===== src/rtl/hist_pixel_packer.sv =====
// hist_pixel_packer: packs the 8-bit equalised pixel stream into PixelsPerWord-wide
// AXI4-Stream beats for the DMA S2MM port, buffered by a first-word-fall-through FIFO.
// Optional frame-length check enabled by defining HIST_PACKER_FRAME_CHECK_EN.
module hist_pixel_packer #(
  parameter int unsigned DataWidth     = 8,
  parameter int unsigned PixelsPerWord = 4,
  parameter int unsigned FifoDepth     = 16,
  parameter int unsigned imageSize     = 640*480
) (
  input  logic                               i_clk,
  input  logic                               i_reset_n,
  input  logic [DataWidth-1:0]               i_pixel,
  input  logic                               i_pixel_valid,
  input  logic                               i_pixel_last,
  output logic                               o_pixel_ready,
  output logic [DataWidth*PixelsPerWord-1:0] m_axis_tdata,
  output logic [PixelsPerWord-1:0]           m_axis_tkeep,
  output logic                               m_axis_tvalid,
  output logic                               m_axis_tlast,
  input  logic                               m_axis_tready,
  output logic                               o_overflow,
  output logic                               o_frame_err
);

  localparam int unsigned WordW = DataWidth * PixelsPerWord;
  localparam int unsigned LaneW = $clog2(PixelsPerWord);
  localparam int unsigned PtrW  = $clog2(FifoDepth);
  localparam int unsigned CntW  = $clog2(FifoDepth + 1);
  localparam int unsigned EntW  = WordW + PixelsPerWord + 1;

  logic [LaneW-1:0]         lane_q, lane_d;
  logic [WordW-1:0]         hold_q, hold_d;
  logic [WordW-1:0]         word;
  logic [PixelsPerWord-1:0] keep;
  logic                     accept, push, pop;

  logic [EntW-1:0]          mem_q [FifoDepth];
  logic [PtrW-1:0]          wr_ptr_q, rd_ptr_q;
  logic [CntW-1:0]          count_q, count_d;
  logic                     overflow_q;

  assign o_pixel_ready = (count_q < CntW'(FifoDepth));
  assign accept        = i_pixel_valid & o_pixel_ready;
  assign push          = accept & ((lane_q == LaneW'(PixelsPerWord - 1)) | i_pixel_last);
  assign m_axis_tvalid = (count_q != '0);
  assign pop           = m_axis_tvalid & m_axis_tready;

  // Outputs read zero while the FIFO is empty so the beat fields come out of reset at 0
  // without resetting the storage array; while valid, the head entry cannot be overwritten.
  assign {m_axis_tlast, m_axis_tkeep, m_axis_tdata} = m_axis_tvalid ? mem_q[rd_ptr_q] : '0;
  assign o_overflow = overflow_q;

  // Merge the incoming pixel into the held lanes and derive the lane keep mask.
  always_comb begin
    word = hold_q;
    word[lane_q*DataWidth +: DataWidth] = i_pixel;
    keep = '0;
    for (int unsigned i = 0; i < PixelsPerWord; i++) begin
      keep[i] = (i <= 32'(lane_q));
    end
  end

  // Lane counter / hold register next state.
  always_comb begin
    hold_d = hold_q;
    lane_d = lane_q;
    if (accept) begin
      if (push) begin
        hold_d = '0;
        lane_d = '0;
      end else begin
        hold_d = word;
        lane_d = lane_q + 1'b1;
      end
    end
  end

  // FIFO occupancy next state; simultaneous push and pop leave it unchanged.
  always_comb begin
    count_d = count_q;
    case ({push, pop})
      2'b10:   count_d = count_q + 1'b1;
      2'b01:   count_d = count_q - 1'b1;
      default: count_d = count_q;
    endcase
  end

  // Packer state, FIFO pointers, count and sticky overflow.
  always_ff @(posedge i_clk or negedge i_reset_n) begin
    if (!i_reset_n) begin
      lane_q     <= '0;
      hold_q     <= '0;
      wr_ptr_q   <= '0;
      rd_ptr_q   <= '0;
      count_q    <= '0;
      overflow_q <= 1'b0;
    end else begin
      lane_q  <= lane_d;
      hold_q  <= hold_d;
      count_q <= count_d;
      if (push) wr_ptr_q <= wr_ptr_q + 1'b1;
      if (pop)  rd_ptr_q <= rd_ptr_q + 1'b1;
      if (i_pixel_valid && !o_pixel_ready) overflow_q <= 1'b1;
    end
  end

  // FIFO storage write.
  always_ff @(posedge i_clk) begin
    if (push) mem_q[wr_ptr_q] <= {i_pixel_last, keep, word};
  end

`ifdef HIST_PACKER_FRAME_CHECK_EN
  localparam int unsigned PixW = $clog2(imageSize + 1);

  logic [PixW-1:0] pix_cnt_q, pix_cnt_d, pix_inc;
  logic            frame_err_q, frame_err_d;

  assign pix_inc     = pix_cnt_q + 1'b1;
  assign o_frame_err = frame_err_q;

  // Frame length check on accepted pixels; counter restarts after every last.
  always_comb begin
    pix_cnt_d   = pix_cnt_q;
    frame_err_d = frame_err_q;
    if (accept) begin
      if (i_pixel_last) begin
        pix_cnt_d = '0;
        if (pix_inc != PixW'(imageSize)) frame_err_d = 1'b1;
      end else begin
        pix_cnt_d = pix_inc;
        if (pix_inc == PixW'(imageSize)) frame_err_d = 1'b1;
      end
    end
  end

  // Frame check registers.
  always_ff @(posedge i_clk or negedge i_reset_n) begin
    if (!i_reset_n) begin
      pix_cnt_q   <= '0;
      frame_err_q <= 1'b0;
    end else begin
      pix_cnt_q   <= pix_cnt_d;
      frame_err_q <= frame_err_d;
    end
  end
`else
  assign o_frame_err = 1'b0;
`endif

endmodule


===== config.mk =====
export PLATFORM = sky130hd
export DESIGN_NAME = hist_pixel_packer
export DESIGN_NICKNAME = d
export VERILOG_FILES = /design/src/rtl/hist_pixel_packer.sv
export SDC_FILE = /design/constraint.sdc
export NUM_CORES = 1
export LEC_CHECK = 0
export ABC_AREA = 1
export CORE_ASPECT_RATIO = 0.75
export CORE_UTILIZATION = 58
export DETAILED_ROUTE_END_ITERATION = 10
export PLACE_DENSITY = 0.8
export SLEW_MARGIN = 25
export SYNTH_ARGS = -nofsm -noshare
export SYNTH_HDL_FRONTEND = slang
export SYNTH_SLANG_ARGS = --single-unit

===== constraint.sdc =====
create_clock -name i_clk -period 7.9 [get_ports i_clk]
set_input_delay 1.185 -clock i_clk [delete_from_list [all_inputs] [get_ports i_clk]]
set_output_delay 1.185 -clock i_clk [all_outputs]
set_load 0.05 [all_outputs]

Word-level counts from Yosys, hierarchy flattened

Memories as Yosys holds them, arrays and structs flattened.
Cells that the tools add are included.

Bits in registers: 48
RAM bits: 576
Input port bits: 13
Output and inout port bits: 41
Word-level logic and storage cells: 37
Memories: 1

Memory list:

| name  | words | width | rd ports | clocked after Yosys merged registers in | wr ports | line | source |
|---|---|---|---|---|---|---|---|
| mem_q | 16    | 36    | 1        | 0                                       | 1        | 37   | `logic [EntW-1:0] mem_q [FifoDepth];` |

$add $sub $neg: 6
$lt $le $gt $ge: 4
Equality and inequality tests: 3
Shifts and indexed selects: 2
Muxes and demuxes: 7
Bitwise gates (word level): 4
Reductions and logical operators: 4

Operator list:

| operator                  | count |
|---|---|
| $mux W37                  | 1 |
| $neg A5 Y34               | 1 |
| $shift A8 B34 Y32 const A | 1 |
| $shiftx A8 B34 Y32        | 1 |
| $bwmux W32                | 1 |
| $mux W32                  | 1 |
| $pmux W5 S2               | 1 |
| $add A4 B1 Y4 const B     | 2 |
| $add A5 B1 Y5 const B     | 1 |
| $lt A5 B5 Y1 const B      | 1 |
| $reduce_bool A5 Y1        | 1 |
| $sub A5 B1 Y5 const B     | 1 |
| $eq A2 B2 Y1 const B      | 2 |
| $le A2 B2 Y1 const A      | 2 |
| $and A1 B1 Y1             | 3 |
| $add A2 B1 Y2 const B     | 1 |
| $eq A2 B1 Y1 const B      | 1 |
| $le A1 B2 Y1 const A      | 1 |
| $mux W1                   | 2 |
| $mux W2                   | 1 |
| $reduce_bool A2 Y1        | 1 |
| $logic_and A1 B1 Y1       | 1 |
| $logic_not A1 Y1          | 1 |
| $or A1 B1 Y1              | 1 |

Depth between registers and ports, before layout

Gate-level depths: netlist of the first run.

Depth in word-level cells: 5
Gate-level depth with buffers: 16
Depth with buffers taken out: 15

Least setup slack after synthesis of the first run

Ideal clock, no wire load.

Kind: input-to-reg
Start point: in i_pixel_valid
End point: mem mem_q[0][0] in the netlist's numbering (enable)
Setup time: 429 ps
Arrival: 3212 ps
Data required time: 7471 ps
Setup slack: 4258 ps
Stages: 6
Buffers on the path: 0
Cells stage by stage: nand2_4 > inv_1 > o21ai_2 > inv_1 > nand2_1 > nor2_1

Longest elaborated chain between the ends: 4

Ends and longest elaborated chain:

| what                          | line | source |
|---|---|---|
| start: declaration            | 13   | `input logic i_pixel_valid,` |
| $and A1 B1 Y1                 | 43   | `assign accept = i_pixel_valid & o_pixel_ready;` |
| $and A1 B1 Y1                 | 44   | `assign push = accept & ((lane_q == LaneW'(PixelsPerWord - 1)) \| i_pixel_last);` |
| $mux W1                       | 109  | `if (push) mem_q[wr_ptr_q] <= {i_pixel_last, keep, word};` |
| $mux W1 (not written as such) | 109  |  |
| end: declaration              | 37   |  |

Every way passes these cells.

Final worst setup path of the first run

Start point: reg rd_ptr_q[0]
End point: out m_axis_tdata[31]

Longest elaborated chain between the ends: 2

Ends and longest elaborated chain:

| what                     | line | source |
|---|---|---|
| start: declaration       | 38   | `logic [PtrW-1:0] wr_ptr_q, rd_ptr_q;` |
| start signal: assignment | 102  | `if (pop) rd_ptr_q <= rd_ptr_q + 1'b1;` |
| $mem_v2 Z16 W36          | -    |  |
| $mux W37                 | 50   | `assign {m_axis_tlast, m_axis_tkeep, m_axis_tdata} = m_axis_tvalid ? mem_q[rd_ptr_q] : '0;` |
| end: declaration         | 16   | `output logic [DataWidth*PixelsPerWord-1:0] m_axis_tdata,` |

Every way passes these cells.

==> flow_summary.toml, run 1 <==
[timing]
rsz0062_at_grt = "false"
setup_ws_ns = 1.959
min_period_ns = 5.941
tightestPinTransition_ns = 1.083
final_hold_viol_count = 0
slew_violations = 0
relSlewSlack = 0.2770
fin_setup_tns_ns = 0
timing.hold.ws_ns = 0.4599
period_share = 0.7520
max_freq_mhz = 168.3
setup_viol = 0
skew_ns = 0.02403

[final_layout]
final_common_cell = "nand2_1"
fillCellCount = 3077
layout.nets = 2262
stdcell_count = 2856
multi_input_area_um2 = 6479
area_growth_pct = 10.38
fin_area_um2 = 28420
antenna_cells = 0
fin_util = 0.6518
most-common-layout-cells = "nand2_1, edfxtp_1, nand3_1"
seq_area_um2 = 18510
layout-drive-gt1-share = 0.06980

[floorplan]
die_h_um = 184.5
fp.dieArea_um2 = 45240
die_x_um = 245.3
row_count = 66
pin_count = 54
start_util = 0.5905
core-area_um2 = 43600

[synth]
syn_area_um2 = 25750
yosysWarnings = 0
netlist_top_cells_area = "edfxtp_1, nand2_1, nand3_1, dfrtp_1, buf_2"
avgSynthCellArea_um2 = 11.56
postSynthCellCount = 2227
ys_types = 30
ys_ff_latch = 624
synth.top_cell.area_share = 0.6718
synth_nets = 2255
synth_top_area_cell = "edfxtp_1"
yosysSeqAreaShare = 0.7185

[min_path]
hold_path_class = "reg2reg"
holdPathStages = 1

[grt]
gr-total-overflow = 0
grt_max_degree = 188
grt_pass1_wl_um = 96000
antenna_found_initial = 0
grt_pass1_vias = 16700
grt.total_usage = 0.2835

[route]
drc_errors = 0
routed_wl_um = 63230
ant_nets = 0
drt-pass1-iter-count = 6
drt_iter0_drc = 2142
via_per_inst = 6.043
wire_per_inst_um = 22.14
via_count = 17260

[critical_path]
path_cells = "buf_4 > buf_4 > nand2_1 > nand3_1 > nand3_1 > nand2_1 > nand2_1 > a21oi_1 > clkdlybuf4s50_1"
cp.arrival_ns = 4.76
cp_common_cell = "nand2_1"
reg2reg_depth = 6
critPathCaptureType = "primary output"
max_stage_delay_ns = 0.89
slowest_stage = "clkdlybuf4s50_1"
crit_fanout = 81
startpoint_type = "flip-flop"
criticalPathCategory = "reg2out"
cp_data_required_time_ns = 6.71

[clocking]
cts_max_path_buffers = 3
ctsHoldBuffers = 0
clk_pin_slew_ns = 0.06
post_cts_buffers = 0
clock_latency_ns = 0.60
cts_resized = 0
numCtsBuffers = 54
htreeDepth = 2
cts.sinks = 624
cts_tree = "yes"
cts_root_buf = "clkbuf_16"

[pwr]
total_power_mw = 11.29
ir_worst_vdd_mv = 0.4690
p_per_area_nw_per_um2 = 397.2
p_leak_nw = 10.63

[outcome]
status = "completed"

[placed_design]
place_inst = 2756
place_ws_ns = 2.695
post_dp_cell_area_um2 = 26670
gp_congestion = 0.9143
dpl.hpwl_um = 32050
port_buffers = 52

[run]
drv_cap = 0
[Yosys cell counts]
cell type,n
a21o_1,2
a21oi_1,44
a22o_1,8
a22oi_1,16
buf_1,22
buf_2,49
buf_4,18
buf_6,11
clkbuf_1,34
clkinv_1,3
conb_1,1
dfrtp_1,48
edfxtp_1,576
ha_1,15
inv_1,58
inv_2,5
nand2_1,779
nand2_4,1
nand3_1,447
nand3b_1,1
nand4_1,2
nor2_1,32
nor3_2,1
nor3_4,2
o21ai_0,31
o21ai_2,1
o22ai_1,9
or2_2,1
xnor2_1,3
xor2_1,7
[worst max-delay path, delay by kind of cell (launching register included)]
kind            cells  cell delay [ns]
buf+inv             3             2.32
flops               1             0.85
compound gates      1             0.36
simple gates        5             0.58
[flip-flops by register name, summed over array words and instances, names as in the netlist]
signal      cells
hold_q         32
wr_ptr_q        4
mem_q         576
lane_q          2
rd_ptr_q        4
count_q         5
o_overflow      1
[cell families after synthesis]
logic type      after synthesis  synth area share
fa+ha+maj                    15          0.007290
other cells                   1         0.0001457
xor+xnor                     10          0.003402
compound gates              111           0.02508
simple gates               1266            0.2082
flops                       624            0.7185
buf+inv                     200           0.03737
[metal layers]
layer | share of wire | vias up | GRT usage | wire length [um]
met4 | 0.037 | 0 | 0.1130 | 2344
met3 | 0.11 | 183 | 0.04950 | 6708
met2 | 0.46 | 994 | 0.4520 | 29330
met5 | 0 | - | 0 | 0
met1 | 0.39 | 8331 | 0.3912 | 24850
li1 | - | 7752 | - | -
[area by class of cell]
cell class	count	share of cell area
multi-input combinational	1403	0.2280
tap	578	0.02545
inverter	66	0.009246
sequential	624	0.6513
clock buffer	65	0.05010
timing repair buffer	85	0.02725
clock inverter	35	0.008717
[power breakdown]
group	switching, mW	leakage [nW]	internal (mW)	total, mW
logic	3.26	3.94	1.24	4.50
registers	0.196	5.86	4.05	4.24
clock network	1.17	0.828	1.38	2.55
[worst paths after layout]
path	start	end	slack, ns
worst min register to register	o_overflow$_DFFE_PN0P_	o_overflow$_DFFE_PN0P_	0.46
max in group asynchronous	i_reset_n	rd_ptr_q[0]$_DFFE_PN0P_	6.67
min in group asynchronous	i_reset_n	wr_ptr_q[2]$_DFFE_PN0N_	0.71
worst min-delay path	o_overflow$_DFFE_PN0P_	o_overflow$_DFFE_PN0P_	0.46
worst max register to register	lane_q[0]$_DFFE_PN0P_	mem_q[13][16]$_DFFE_PP_	4.12
worst max-delay path	rd_ptr_q[0]$_DFFE_PN0P_	m_axis_tdata[31]	1.96
Power figures use the tool's default switching activity.
==> run 2, diff against run 1 <==
--- a/config.mk
+++ b/config.mk
@@ -7,9 +7,9 @@
 export LEC_CHECK = 0
 export ABC_AREA = 1
 export CORE_ASPECT_RATIO = 0.75
-export CORE_UTILIZATION = 58
+export CORE_UTILIZATION = 56
 export DETAILED_ROUTE_END_ITERATION = 10
-export PLACE_DENSITY = 0.8
+export PLACE_DENSITY = 0.81
 export SLEW_MARGIN = 25
 export SYNTH_ARGS = -nofsm -noshare
 export SYNTH_HDL_FRONTEND = slang
==> constraint.sdc (replaced) <==
create_clock -name i_clk -period 5.38 [get_ports i_clk]
set_input_delay 0.807 -clock i_clk [delete_from_list [all_inputs] [get_ports i_clk]]
set_output_delay 0.807 -clock i_clk [all_outputs]
set_load 0.05 [all_outputs]
==> run 2 against run 1 <==
  * Critical path depth did not move
  * Worst hold slack got worse by 0.13 ns
  * Setup slack lost 1.3 ns
  * Global-route usage down 1.1 points
  * Die area up 3.5%
  * Power increased by 49%
  * Final area is 0.92% higher
  * Register-to-register slack worse by 2.4 ns
==> flow_summary.toml, run 2 (synthesis results as in run 1) <==
[outcome]
status = "completed"

[critical_path]
critPathCaptureType = "primary output"
criticalPathCategory = "reg2out"
cp.arrival_ns = 3.91
crit_fanout = 81
cp_data_required_time_ns = 4.57
startpoint_type = "flip-flop"
regToRegSetupSlack_ns = 1.76

[run]
drv_cap = 0

[timing]
setup_viol = 0
min_period_ns = 4.716
setup_ws_ns = 0.6640
tightestPinTransition_ns = 1.111
fin_setup_tns_ns = 0
slew_violations = 0
relSlewSlack = 0.2596
final_hold_viol_count = 0
period_share = 0.8766
timing.hold.ws_ns = 0.3251
max_freq_mhz = 212.0
skew_ns = 0.03221
rsz0062_at_grt = "false"

[pwr]
switching_share = 0.4097
power_frac_seq = 0.366
power.internal_mw = 9.920
p_clk_frac = 0.233
p_leak_nw = 10.74
ir_worst_vdd_mv = 0.4965
p_per_area_nw_per_um2 = 586.0
share_comb_of_total_power = 0.401
switchingPower_mw = 6.885

[placed_design]
place_ws_ns = 1.298
port_buffers = 52
gp_congestion = 0.8830
place_inst = 2773
dpl.hpwl_um = 34700

[final_layout]
layout-drive-gt1-share = 0.07595
fin_util = 0.6371
most-common-layout-cells = "nand2_1, edfxtp_1, nand3_1"
top_regs = "mem_q: 576 flops, hold_q: 32 flops, count_q: 5 flops"
top_register = "mem_q"
layout.nets = 2272
largest_reg_flops = 576
area_growth_pct = 11.39
stdcell_count = 2877
antenna_cells = 0
final_common_cell = "nand2_1"

[clocking]
cts_root_buf = "clkbuf_16"
clk_pin_slew_ns = 0.06
cts.sinks = 624
numCtsBuffers = 55
htreeDepth = 2
post_cts_buffers = 0
cts_tree = "yes"
cts_max_path_buffers = 3
clock_latency_ns = 0.61
cts_resized = 0
ctsHoldBuffers = 0

[route]
drt_iter0_drc = 2291
drt-pass1-iter-count = 6
via_per_inst = 6.074
ant_nets = 0
via_count = 17480
routed_wl_um = 63730
drc_errors = 0
wire_per_inst_um = 22.15

[grt]
grt.total_usage = 0.2723
gr-total-overflow = 0
grt_pass1_wl_um = 97640
antenna_found_initial = 0
grt_max_degree = 173
grt_pass1_vias = 17280

[floorplan]
start_util = 0.5719
core-area_um2 = 45020
pin_count = 54
row_count = 67
fp.dieArea_um2 = 46850
die_h_um = 187.7
die_x_um = 249.6

[min_path]
hold_path_class = "in2async"
## run 2: path summary, 6_finish.rpt
path | startpoint | end | cells past startpoint
min in group i_clk | o_overflow$_DFFE_PN0P_ | o_overflow$_DFFE_PN0P_ | 1
worst min register to register | o_overflow$_DFFE_PN0P_ | o_overflow$_DFFE_PN0P_ | 1
max in group asynchronous | i_reset_n | rd_ptr_q[1]$_DFFE_PN0P_ | 2
worst min-delay path | i_reset_n | count_q[0]$_DFFE_PN0P_ | 2
worst max-delay path | rd_ptr_q[0]$_DFFE_PN0P_ | m_axis_tdata[0] | 9
worst max register to register | lane_q[0]$_DFFE_PN0P_ | mem_q[13][14]$_DFFE_PP_ | 6
## run 2: power groups by stage
stage	logic (mW)	registers (mW)	clock network [mW]
CTS	6.65	6.15	3.93
finish	6.73	6.16	3.92
global placement	6.42	6.23	0
detailed placement	6.59	6.25	0
global route	7.25	6.18	4.12
floorplan	4.76	6.13	0
## run 2: cell type report
cell class	count	area, um2
clock buffers	63	1416
clock inverters	41	371.6
fillers	3240	16340
inverters	66	257.7
multi-input cells	1403	6461
flip-flops and latches	624	18510
well taps	586	733.2
repair buffers	94	930.9
## run 2: critical path: stages, from the launching register on
cell and delay (ns):
dfrtp_4 0.69, inv_8 0.41, buf_4 0.42, nand2_1 0.11, nand3_1 0.09, nand3_1 0.10, nand2_1 0.11, nand2_1 0.10
a21oi_1 0.29, clkdlybuf4s50_1 0.88
## run 2: stage by stage
step	total power, mW	area (um2)
after floorplan	10.89	25750
after global placement	12.65	26840
after detailed placement	12.85	26860
after CTS	16.73	28650
after global routing	17.55	28680
final	16.81	28680
## run 2: metal layers
layer / part of all wire / vias to the layer above / wire (um) / track usage
met5: 0 / - / 0 / 0
met3: 0.11 / 171 / 6725 / 0.04345
met2: 0.47 / 1131 / 30220 / 0.4392
met1: 0.38 / 8399 / 24520 / 0.3759
li1: - / 7775 / - / -
met4: 0.036 / 0 / 2268 / 0.1047
